==> src/rtl/acc_writeback.sv <==
// Accumulator writeback / branch-resolve stage.
//
// Takes one ALU result per handshake. The entry is either written into the
// accumulator, used to resolve a branch, or dropped as a no-op. The outcome is
// then held for the PC/control unit until that unit consumes it. Each
// consumed entry increments retire_cnt.
//
// Optional feature: define ACC_WB_FLAGS_EN to drive flag_z/flag_n from the
// accumulator. When it is undefined, both flags are tied low and the ports
// remain present.
//
// Ports:
//   CLK          in   rising-edge clock
//   Reset_n      in   asynchronous active-low reset
//   in_valid     in   upstream ALU result valid
//   in_ready     out  stage can accept this cycle
//   alu_result   in   [15:0] signed ALU result
//   ble          in   ALU B<=A flag
//   branch_eq    in   ALU A==B flag
//   wb_sel       in   [1:0] 00 none, 01 acc write, 10 branch eval, 11 none
//   br_cond      in   [1:0] 00 beq, 01 bne, 10 ble, 11 bgt
//   out_ready    in   downstream consumes held entry
//   out_valid    out  held entry present
//   acc          out  [15:0] accumulator
//   branch_taken out  branch decision of held entry
//   retire_cnt   out  [15:0] completed-handshake counter (wraps)
//   flag_z       out  accumulator zero
//   flag_n       out  accumulator negative
module acc_writeback #(
  parameter logic [15:0] RESET_ACC = 16'h0000
) (
  input  logic        CLK,
  input  logic        Reset_n,
  input  logic        in_valid,
  output logic        in_ready,
  input  logic [15:0] alu_result,
  input  logic        ble,
  input  logic        branch_eq,
  input  logic [1:0]  wb_sel,
  input  logic [1:0]  br_cond,
  input  logic        out_ready,
  output logic        out_valid,
  output logic [15:0] acc,
  output logic        branch_taken,
  output logic [15:0] retire_cnt,
  output logic        flag_z,
  output logic        flag_n
);

  typedef enum logic [0:0] {StIdle, StHold} state_e;

  localparam logic [1:0] WbAcc    = 2'b01;
  localparam logic [1:0] WbBranch = 2'b10;

  state_e      state_q, state_d;
  logic [15:0] acc_q, acc_d;
  logic        taken_q, taken_d;
  logic [15:0] retire_q, retire_d;
  logic [1:0]  wb_sel_q, wb_sel_d;
  logic [1:0]  br_cond_q, br_cond_d;
  logic        ble_q, ble_d;
  logic        beq_q, beq_d;

  logic accept;
  logic retire;
  logic cond_true;

  always_comb begin
    unique case (br_cond)
      2'b00:   cond_true = branch_eq;
      2'b01:   cond_true = ~branch_eq;
      2'b10:   cond_true = ble;
      default: cond_true = ~ble;
    endcase
  end

  // A held entry may retire and be replaced in the same cycle, so no bubble
  // is needed between back-to-back transfers.
  assign in_ready = (state_q == StIdle) || out_ready;
  assign accept   = in_valid && in_ready;
  assign retire   = (state_q == StHold) && out_ready;

  always_comb begin
    state_d   = state_q;
    acc_d     = acc_q;
    taken_d   = taken_q;
    retire_d  = retire_q;
    wb_sel_d  = wb_sel_q;
    br_cond_d = br_cond_q;
    ble_d     = ble_q;
    beq_d     = beq_q;

    if (retire) begin
      retire_d = retire_q + 16'd1;
    end

    if (accept) begin
      state_d   = StHold;
      wb_sel_d  = wb_sel;
      br_cond_d = br_cond;
      ble_d     = ble;
      beq_d     = branch_eq;
      taken_d   = (wb_sel == WbBranch) && cond_true;
      if (wb_sel == WbAcc) begin
        acc_d = alu_result;
      end
    end else if (retire) begin
      state_d = StIdle;
      taken_d = 1'b0;
    end
  end

  always_ff @(posedge CLK or negedge Reset_n) begin
    if (!Reset_n) begin
      state_q   <= StIdle;
      acc_q     <= RESET_ACC;
      taken_q   <= 1'b0;
      retire_q  <= 16'h0000;
      wb_sel_q  <= 2'b00;
      br_cond_q <= 2'b00;
      ble_q     <= 1'b0;
      beq_q     <= 1'b0;
    end else begin
      state_q   <= state_d;
      acc_q     <= acc_d;
      taken_q   <= taken_d;
      retire_q  <= retire_d;
      wb_sel_q  <= wb_sel_d;
      br_cond_q <= br_cond_d;
      ble_q     <= ble_d;
      beq_q     <= beq_d;
    end
  end

  // The captured select/condition/flags are kept with the entry for
  // downstream observability; only branch_taken is exported today.
  logic unused_capture;
  assign unused_capture = ^{wb_sel_q, br_cond_q, ble_q, beq_q};

  assign out_valid    = (state_q == StHold);
  assign acc          = acc_q;
  assign branch_taken = taken_q;
  assign retire_cnt   = retire_q;

`ifdef ACC_WB_FLAGS_EN
  assign flag_z = (acc_q == 16'h0000);
  assign flag_n = acc_q[15];
`else
  assign flag_z = 1'b0;
  assign flag_n = 1'b0;
`endif

endmodule

==> config.mk <==
export PLATFORM = sky130hd
export DESIGN_NAME = acc_writeback
export DESIGN_NICKNAME = d
export VERILOG_FILES = /design/src/rtl/acc_writeback.sv
export SDC_FILE = /design/constraint.sdc
export NUM_CORES = 1
export LEC_CHECK = 0
export BUFFER_PORTS_ARGS = -buffer_cell sky130_fd_sc_hd__clkbuf_2
export CORE_ASPECT_RATIO = 1.4
export CORE_MARGIN = 10
export CORE_UTILIZATION = 40
export CTS_BUF_LIST = sky130_fd_sc_hd__clkbuf_16
export DETAILED_ROUTE_END_ITERATION = 8
export HOLD_SLACK_MARGIN = 0.02
export PLACE_DENSITY = 0.77
export SYNTH_ARGS = -nofsm -noshare
export SYNTH_HDL_FRONTEND = slang
export SYNTH_SLANG_ARGS = --single-unit
==> constraint.sdc <==
create_clock -name CLK -period 2.2 [get_ports CLK]
set_clock_uncertainty 0.1 [all_clocks]
set_input_delay 0.22 -clock CLK [delete_from_list [all_inputs] [get_ports CLK]]
set_output_delay 0.22 -clock CLK [all_outputs]
set_load 0.1 [all_outputs]
# == Yosys cells after proc, flatten, opt, wreduce, memory -nomap -nowiden ==
# Index checks and enable logic that the tools add are counted.
# classes
add_sub_neg,1
n_mul,0
n_div,0
magnitude_cmp,0
n_eq_ne,4
shift,0
mux,4
bitwise_logic,3
reduce_logical,7
# ops
cell,n
adder 16 x 1 -> 16 bit (second input constant),1
== test 2 x 1 -> 1 bit (second input constant),2
== test 2 bit (second input constant),2
logical AND 1 bit,3
2-to-1 mux 1 bit,3
NOT 1 bit,3
one-hot mux 1 bit (3 select lines),1
logical NOT 2 bit,1
AND reduction 2 bit,1
nonzero test 2 bit,1
logical OR 1 bit,1
# totals
ff_bits,34
latchBits,0
mem_bits_rw,0
mem_bits_ro,0
in_bits,26
output_inout_bits,37
elab_cells,23
n_memories,0

# == Depth between registers and ports, before layout ==
# Gate-level depths: netlist of the first run.
# logic_depth
word_depth,4
depth_mapped,5
ltp_nobuf,5

# == Least setup slack after synthesis of the first run ==
# No wires, ideal clock.
# synth_timing
path_kind,register -> register
startpoint,reg retire_q[0] (netlist: retire_cnt[0])
endpoint,reg retire_q[12] (netlist: retire_cnt[12])
setup_time_ns,0.159
arrival_ns,2.036
required_ns,1.941
slack_ns,-0.095
path_stages_with_launch,6
path_cell_list,dfrtp_1 ha_1 nand3_1 nor4_2 nand3_1 xnor2_1
# synth_between
elab_chain_cells,1
# synth_rtl
element,line,source
start: declaration,58,"logic [15:0] retire_q, retire_d;"
start signal: assignment,127,retire_q <= retire_d;
adder 16 x 1 -> 16 bit,94,retire_d = retire_q + 16'd1;
# No other way between the ends.
# A chain may end at the register's enable or synchronous reset.

# == Worst setup path after layout of the first run ==
# layout_timing
startpoint,reg state_q (netlist: out_valid)
endpoint,out in_ready
# layout_between
elab_chain_cells,2
# layout_rtl
element,line,source
start: declaration,55,"state_e state_q, state_d;"
start signal: assignment,115,state_q <= StIdle;
start signal: assignment,124,state_q <= state_d;
NOT 1 bit,79,assign in_ready = (state_q == StIdle) || out_ready;
logical OR 1 bit,79,
end: declaration,35,"output logic in_ready,"
# No other way between the ends.

==> flow_summary_export.csv, run 1 <==
group,metric,value,unit
layout,drive_gt1_share,47.2,%
global_route,grt_pass1_vias,1244,
die,fp.coreArea,3440,um2
setup_path,timing.rr.start,"out_valid$_DFFE_PN0P_",
layout,areaGrowthSynthToFinish,33.5,%
die,io_pins,63,
setup_path,reg2reg_slack,0.57,ns
clock_network,cts_num_sinks,34,
drt,dr.pass1.iters,4,
layout,mostFrequentLayoutCell,"clkbuf_2",
timing,min_period_over_period,80.6,%
timing,fin_setup_tns,0,ns
placed_design,routabilityCongestion,0.746,
clock_network,post_cts_buffers,0,
logic_synthesis,synth_area,1460,um2
timing,hold_viol_final,0,
placed_design,placed_cells,207,
timing,slew_headroom,46.9,%
die,rows,25,
drt,drc_errors,0,
min_path,hold_path_end,"acc[9]$_DFFE_PN0P_",
logic_synthesis,synthCells,108,
setup_path,crit_type,"reg2out",
logic_synthesis,synth_area_per_cell,13.5,um2
global_route,grt_max_degree,35,
timing,tightestPinTransition,0.797,ns
timing,setup_violations,0,
global_route,grt-ovfl-total,0,
setup_path,cp_slowest_cell,"clkbuf_2",
min_path,min_path_type,"in2reg",
layout,layout_common_cells,"clkbuf_2 (60), dfrtp_1 (30), xnor2_1 (10), mux2_1 (10), nand2_1 (8)",
clock_network,cts_tree,"built",
layout,fill_cells,302,
setup_path,critPathCaptureType,"primary output",
global_route,antenna_found_initial,0,
placed_design,dp_hpwl,2650,um
drt,drt-total-wl,3270,um
setup_path,cp_data_required_time,1.88,ns
drt,num_vias,1041,
pwr,leakagePower,1.00,nW
global_route,grt_pass1_wl,5850,um
clock_network,path_clk_slew,0.05,ns
setup_path,reg2reg_depth,4,
setup_path,crit_buf_inv,2,
status,outcome,"finished, final reports clean",
min_path,min_delay_path_depth,2,
setup_path,cp_max_fo,6,
setup_path,reg2reg_to,"acc[14]$_DFFE_PN0P_",
drt,drtIter0Drc,56,
layout,nNetsFinal,202,
drt,detail_route.wl_per_cell,15.2,um
layout,layoutNonFillerInstCount,216,
setup_path,critPathArrivalTime,1.45,ns
clock_network,worstSkewPairLatency,0.27,ns
drt,via_per_inst,4.82,
die,start_util,42.4,%
timing,rsz0062_at_grt,"no",
global_route,grt_util_all_layers,11.2,%
clock_network,cts_root_buf,"clkbuf_16",
clock_network,cts-buffers-inserted,5,
logic_synthesis,ys_ff_latch,34,
die,die_y,91.4,um
die,fp.dieW,71.0,um
clock_network,h-tree-depth,2,
die,dieArea,6490,um2
min_path,hold_start,"alu_result[9]",
placed_design,portBuffers,60,
drt,antenna_left,0,
logic_synthesis,ys_seq_area_share,58.4,%
run,drv_cap,0,
timing,clock.fmax,0.564,GHz
pwr,irDropWorstVdd,1.15,mV
setup_path,start_kind,"register",
pwr,p_per_area,1520,nW/um2
timing,slew_violations,0,
clock_network,ctsLongestPathBuffers,2,
layout,diodes,0,
timing,period_minus_slack,1.77,ns
logic_synthesis,synthDistinctLibCells,30,
setup_path,cp_cell_sequence,"nor2b_2 -> inv_1 -> clkbuf_2",
logic_synthesis,synth-warning-count,0,
setup_path,cpPeakStageDelay,0.45,ns
setup_path,crit_family,"buffers and inverters",
## power by group
part	switching, mW	internal, mW
registers	0.114	0.770
logic	1.22	0.214
clock network	0.229	0.408
total	1.56	1.39
## layout make-up
cell class                      count  area (um2)  area share (%)
Tap cell                           40        50.0            2.57
Clock buffer                        5         125            6.43
Timing Repair Buffer               62         318            16.3
Clock inverter                      3        12.5           0.643
Inverter                            3        11.3           0.579
Sequential cell                    34         856            44.0
Multi-Input combinational cell     69         573            29.5
## synthesized netlist by cell type
master	n	area (um2)
a21oi_1	1	5.00
xnor2_1	10	87.6
buf_6	1	11.3
nor3_1	3	15.0
nor3_4	1	16.3
nand2b_1	1	6.26
mux2_1	10	113
nor2_1	2	7.51
nand4_1	1	6.26
conb_1	1	3.75
nand4_2	1	12.5
a32oi_1	1	8.76
and3b_1	1	8.76
mux2i_1	1	10.0
nor2b_1	1	6.26
nor2b_2	1	8.76
xor2_1	6	52.6
nand3_1	4	20.0
mux2_2	7	78.8
ha_1	1	12.5
nand2_1	8	30.0
nor4_4	1	21.3
o21ai_0	1	5.00
and3_1	1	6.26
nor4_2	1	12.5
and4_1	1	8.76
buf_4	2	15.0
dfrtp_1	34	851
and2_1	1	6.26
inv_1	3	11.3
## routing by layer
layer  global-route usage, %  vias to the layer above  part of all wire [%]
met1                    11.2                      489                    35
met3                    5.45                        8                   8.8
met4                    4.69                        0                   2.0
met5                       0                        -                     0
li1                        -                      499                     -
met2                    19.3                       45                    54
## repair_timing
item	CTS	global route
hold buffers	1	0
gates resized for setup	0	0
hold endpoints to repair	34	0
## registers in the layout (all words and copies together) (netlist names)
signal        flops
retire_cnt       16
acc              16
branch_taken      1
out_valid         1
## worst max path at each step
stage | from | end | depth (start not counted)
floorplan | out_valid$_DFFE_PN0P_ | retire_cnt[12]$_DFFE_PN0P_ | 4
CTS | out_valid$_DFFE_PN0P_ | in_ready | 3
detailed placement | out_valid$_DFFE_PN0P_ | acc[14]$_DFFE_PN0P_ | 4
global placement | out_valid$_DFFE_PN0P_ | acc[2]$_DFFE_PN0P_ | 4
finish | out_valid$_DFFE_PN0P_ | in_ready | 3
global route | out_valid$_DFFE_PN0P_ | in_ready | 3
## worst register-to-register path, stage by stage (launching register included)
cell and delay (ns):
dfrtp_1 0.44, nor2b_2 0.21, nor3_4 0.15, buf_4 0.25, mux2_1 0.36
## cell families after synthesis
logic type	share of synthesized area (%)
xor gates and xnor gates	9.61
and+or+nand+nor	13.2
other	0.257
buffers and inverters	2.57
adders and majority gates	0.858
DFF	58.4
AOI/OAI and AO/OA	1.29
muxes	13.8
## per-stage QoR
stage	power [mW]	setup WS (ns)	hold WS [ns]	utilization (%)	instance area, um2
CTS	2.99	0.406	0.0619	56.5	1950
global route	3.08	0.358	0.0639	56.5	1950
floorplan	2.08	0.000749	-0.176	-	1470
global placement	2.31	0.603	0.235	52.3	1800
detailed placement	2.33	0.531	0.257	52.3	1800
finish	2.95	0.428	0.0650	56.5	1950
No activity file was read; power rests on OpenSTA's default activity.
==> inputs of run 2 (changes only) <==
ABC_AREA = 1   (was default)
PLACE_DENSITY = 0.78   (was 0.77)
clock period = 1.56 ns   (was 2.2 ns; I/O delays follow)
==> flow_summary_export.csv, run 2 <==
group,metric,value,unit
drt,drc_errors,0,
clock_network,cts-buffers-inserted,5,
pwr,p_sw,1.96,mW
setup_path,crit_buf_inv,1,
layout,drive_gt1_share,38.9,%
die,start_util,41.0,%
clock_network,h-tree-depth,2,
pwr,p_clk_share,23.0,%
pwr,irDropWorstVdd,1.76,mV
die,dieArea,6940,um2
logic_synthesis,synthArstFlopShare,100,%
logic_synthesis,synth_area,1590,um2
pwr,leakagePower,1.26,nW
global_route,grt_pass1_wl,6440,um
setup_path,critPathArrivalTime,1.17,ns
die,die_y,94.6,um
layout,multiInputGateArea,642,um2
setup_path,cp_cell_sequence,"clkbuf_2",
setup_path,crit_type,"reg2out",
logic_synthesis,synth_area_leaders,"dfrtp_1 (53%), nand2_1 (10%), inv_1 (7.1%)",
drt,dr.pass1.iters,4,
logic_synthesis,ys_seq_area_share,53.5,%
timing,clock.fmax,0.702,GHz
die,fp.coreArea,3880,um2
logic_synthesis,post-synth-top-count-cell,"nand2_1",
drt,antenna_left,0,
logic_synthesis,synthCells,174,
layout,final_area,2350,um2
logic_synthesis,synth_top_area_share,53.5,%
run,drv_cap,0,
clock_network,ctsLongestPathBuffers,2,
clock_network,cts_num_sinks,34,
placed_design,routabilityCongestion,0.803,
placed_design,dp_hpwl,3010,um
layout,areaGrowthSynthToFinish,48.0,%
pwr,p_seq_share,31.3,%
logic_synthesis,yosys.area.top_type,"dfrtp_1",
die,io_pins,63,
timing,slew_violations,0,
layout,layoutNonFillerInstCount,300,
drt,drtIter0Drc,58,
setup_path,cpPeakStageDelay,0.46,ns
pwr,power,3.94,mW
timing,min_period_over_period,91.3,%
clock_network,post_cts_buffers,0,
logic_synthesis,synth_edf_count,0,
min_path,hold_start,"in_valid",
drt,detail_route.wl_per_cell,12.9,um
pwr,p_per_area,1670,nW/um2
clock_network,cts_root_buf,"clkbuf_16",
logic_synthesis,synthDistinctLibCells,26,
setup_path,critPathCaptureType,"primary output",
die,fp.dieW,73.3,um
timing,setup_slack,0.136,ns
layout,fill_cells,339,
clock_network,cts_tree,"built",
layout,mostFrequentLayoutCell,"clkbuf_2",
timing,slew_headroom,62.7,%
setup_path,start_kind,"register",
global_route,grt_max_degree,33,
clock_network,cts_resized,0,
timing,hold_viol_final,0,
global_route,grt_util_all_layers,11.8,%
placed_design,place_area,2050,um2
setup_path,timing.rr.start,"retire_cnt[0]$_DFFE_PN0P_",
layout,diodes,0,
setup_path,crit_family,"buffers and inverters",
logic_synthesis,ys_ff_latch,34,
global_route,grt_pass1_vias,1426,
layout,register_area,886,um2
timing,period_minus_slack,1.42,ns
status,outcome,"finished, final reports clean",
pwr,switching_share,49.7,%
layout,layout_common_cells,"clkbuf_2 (55), nand2_1 (43), inv_1 (31)",
placed_design,placed_cells,275,
logic_synthesis,ys_top_cells_by_count,"nand2_1 (43), dfrtp_1 (34), inv_1 (30)",
pwr,comb_power_share,45.7,%
setup_path,cp_max_fo,4,
min_path,min_path_type,"in2reg",
setup_path,cp_data_required_time,1.30,ns
logic_synthesis,synth-warning-count,0,
setup_path,crit_start,"retire_cnt[2]$_DFFE_PN0P_",
drt,via_per_inst,4.54,
global_route,grt-ovfl-total,0,
clock_network,worstSkewPairLatency,0.27,ns
drt,drt-total-wl,3880,um
global_route,antenna_found_initial,0,
placed_design,preCtsSetupSlack,0.200,ns
die,rows,27,
layout,nNetsFinal,283,
placed_design,portBuffers,60,
pwr,p_int,1.98,mW
logic_synthesis,synth_area_per_cell,9.15,um2
timing,setup_violations,0,
drt,num_vias,1363,
timing,rsz0062_at_grt,"no",
clock_network,path_clk_slew,0.05,ns
logic_synthesis,ys.flop_type,"dfrtp_1",
setup_path,cp_slowest_cell,"clkbuf_2",
timing,tightestPinTransition,0.561,ns
==> run 2: cell types whose count changed after synthesis, sizes merged, moves of 2 or more <==
cell,before,now
buf,3,5
inv,3,30
mux2,17,1
nand2,8,46
nand4,2,6
nor2,2,13
nor2b,2,0
nor4,2,0
o21ai,1,17
xnor2,10,6
==> run 2: stage by stage <==
step / util [%] / TNS (ns) / hold slack, ns
2_1_floorplan: - / -0.105 / -0.240
3_3_place_gp: 52.7 / 0 / 0.0369
3_5_place_dp: 52.7 / 0 / 0.0337
4_1_cts: 60.6 / 0 / 0.0308
5_1_grt: 60.6 / 0 / 0.0369
6_report: 60.6 / 0 / 0.0350
==> run 2: final timing paths <==
kind,to,slack (ns),cells after the start
setup / recovery,retire_cnt[2],0.14,1
hold / removal,out_valid$_DFFE_PN0P_,0.04,3
setup reg to reg,retire_cnt[10]$_DFFE_PN0P_,0.19,5
hold reg to reg,acc[5]$_DFFE_PN0P_,0.39,2
max in group asynchronous,retire_cnt[2]$_DFFE_PN0P_,0.62,3
min in group asynchronous,retire_cnt[3]$_DFFE_PN0P_,0.28,2
==> run 2: cell type report <==
class / count / share of cell area (%)
repair buffers: 79 / 22.2
clock inverters: 3 / 0.531
inverters: 30 / 4.78
flip-flops and latches: 34 / 37.6
multi-input cells: 106 / 27.3
well taps: 43 / 2.28
clock buffers: 5 / 5.31
==> run 2: power by group through the flow <==
stage	registers [mW]	clock network [mW]	logic, mW
final	1.23	0.905	1.80
after global placement	1.24	0	1.76
after floorplan	2.38	0	0.315
after CTS	1.23	0.933	1.82
after global routing	1.26	0.981	1.88
after detailed placement	1.25	0	1.79
==> run 2: per-layer routing <==
layer / track usage, % / part of all wire (%)
met1: 11.6 / 36
met4: 5.76 / 3.0
met5: 0 / 0
met2: 20.3 / 52
met3: 5.46 / 9.0
==> run 2: cells by family (layout without fill, tap and decap cells) <==
family / count (synthesis) / count (layout) / share of synthesized area (%)
DFF: 34 / 34 / 53.5
xor gates and xnor gates: 12 / 12 / 7.08
muxes: 1 / 1 / 0.707
AOI/OAI and AO/OA: 18 / 18 / 5.82
adders and majority gates: 1 / 1 / 0.786
other: 1 / 2 / 0.236
and+or+nand+nor: 72 / 72 / 23.0
buffers and inverters: 35 / 117 / 8.96
==> run 2: timing repair <==
action                     CTS  global route
hold buffers                17             0
setup endpoints to repair    0             0
hold endpoints to repair    33             0
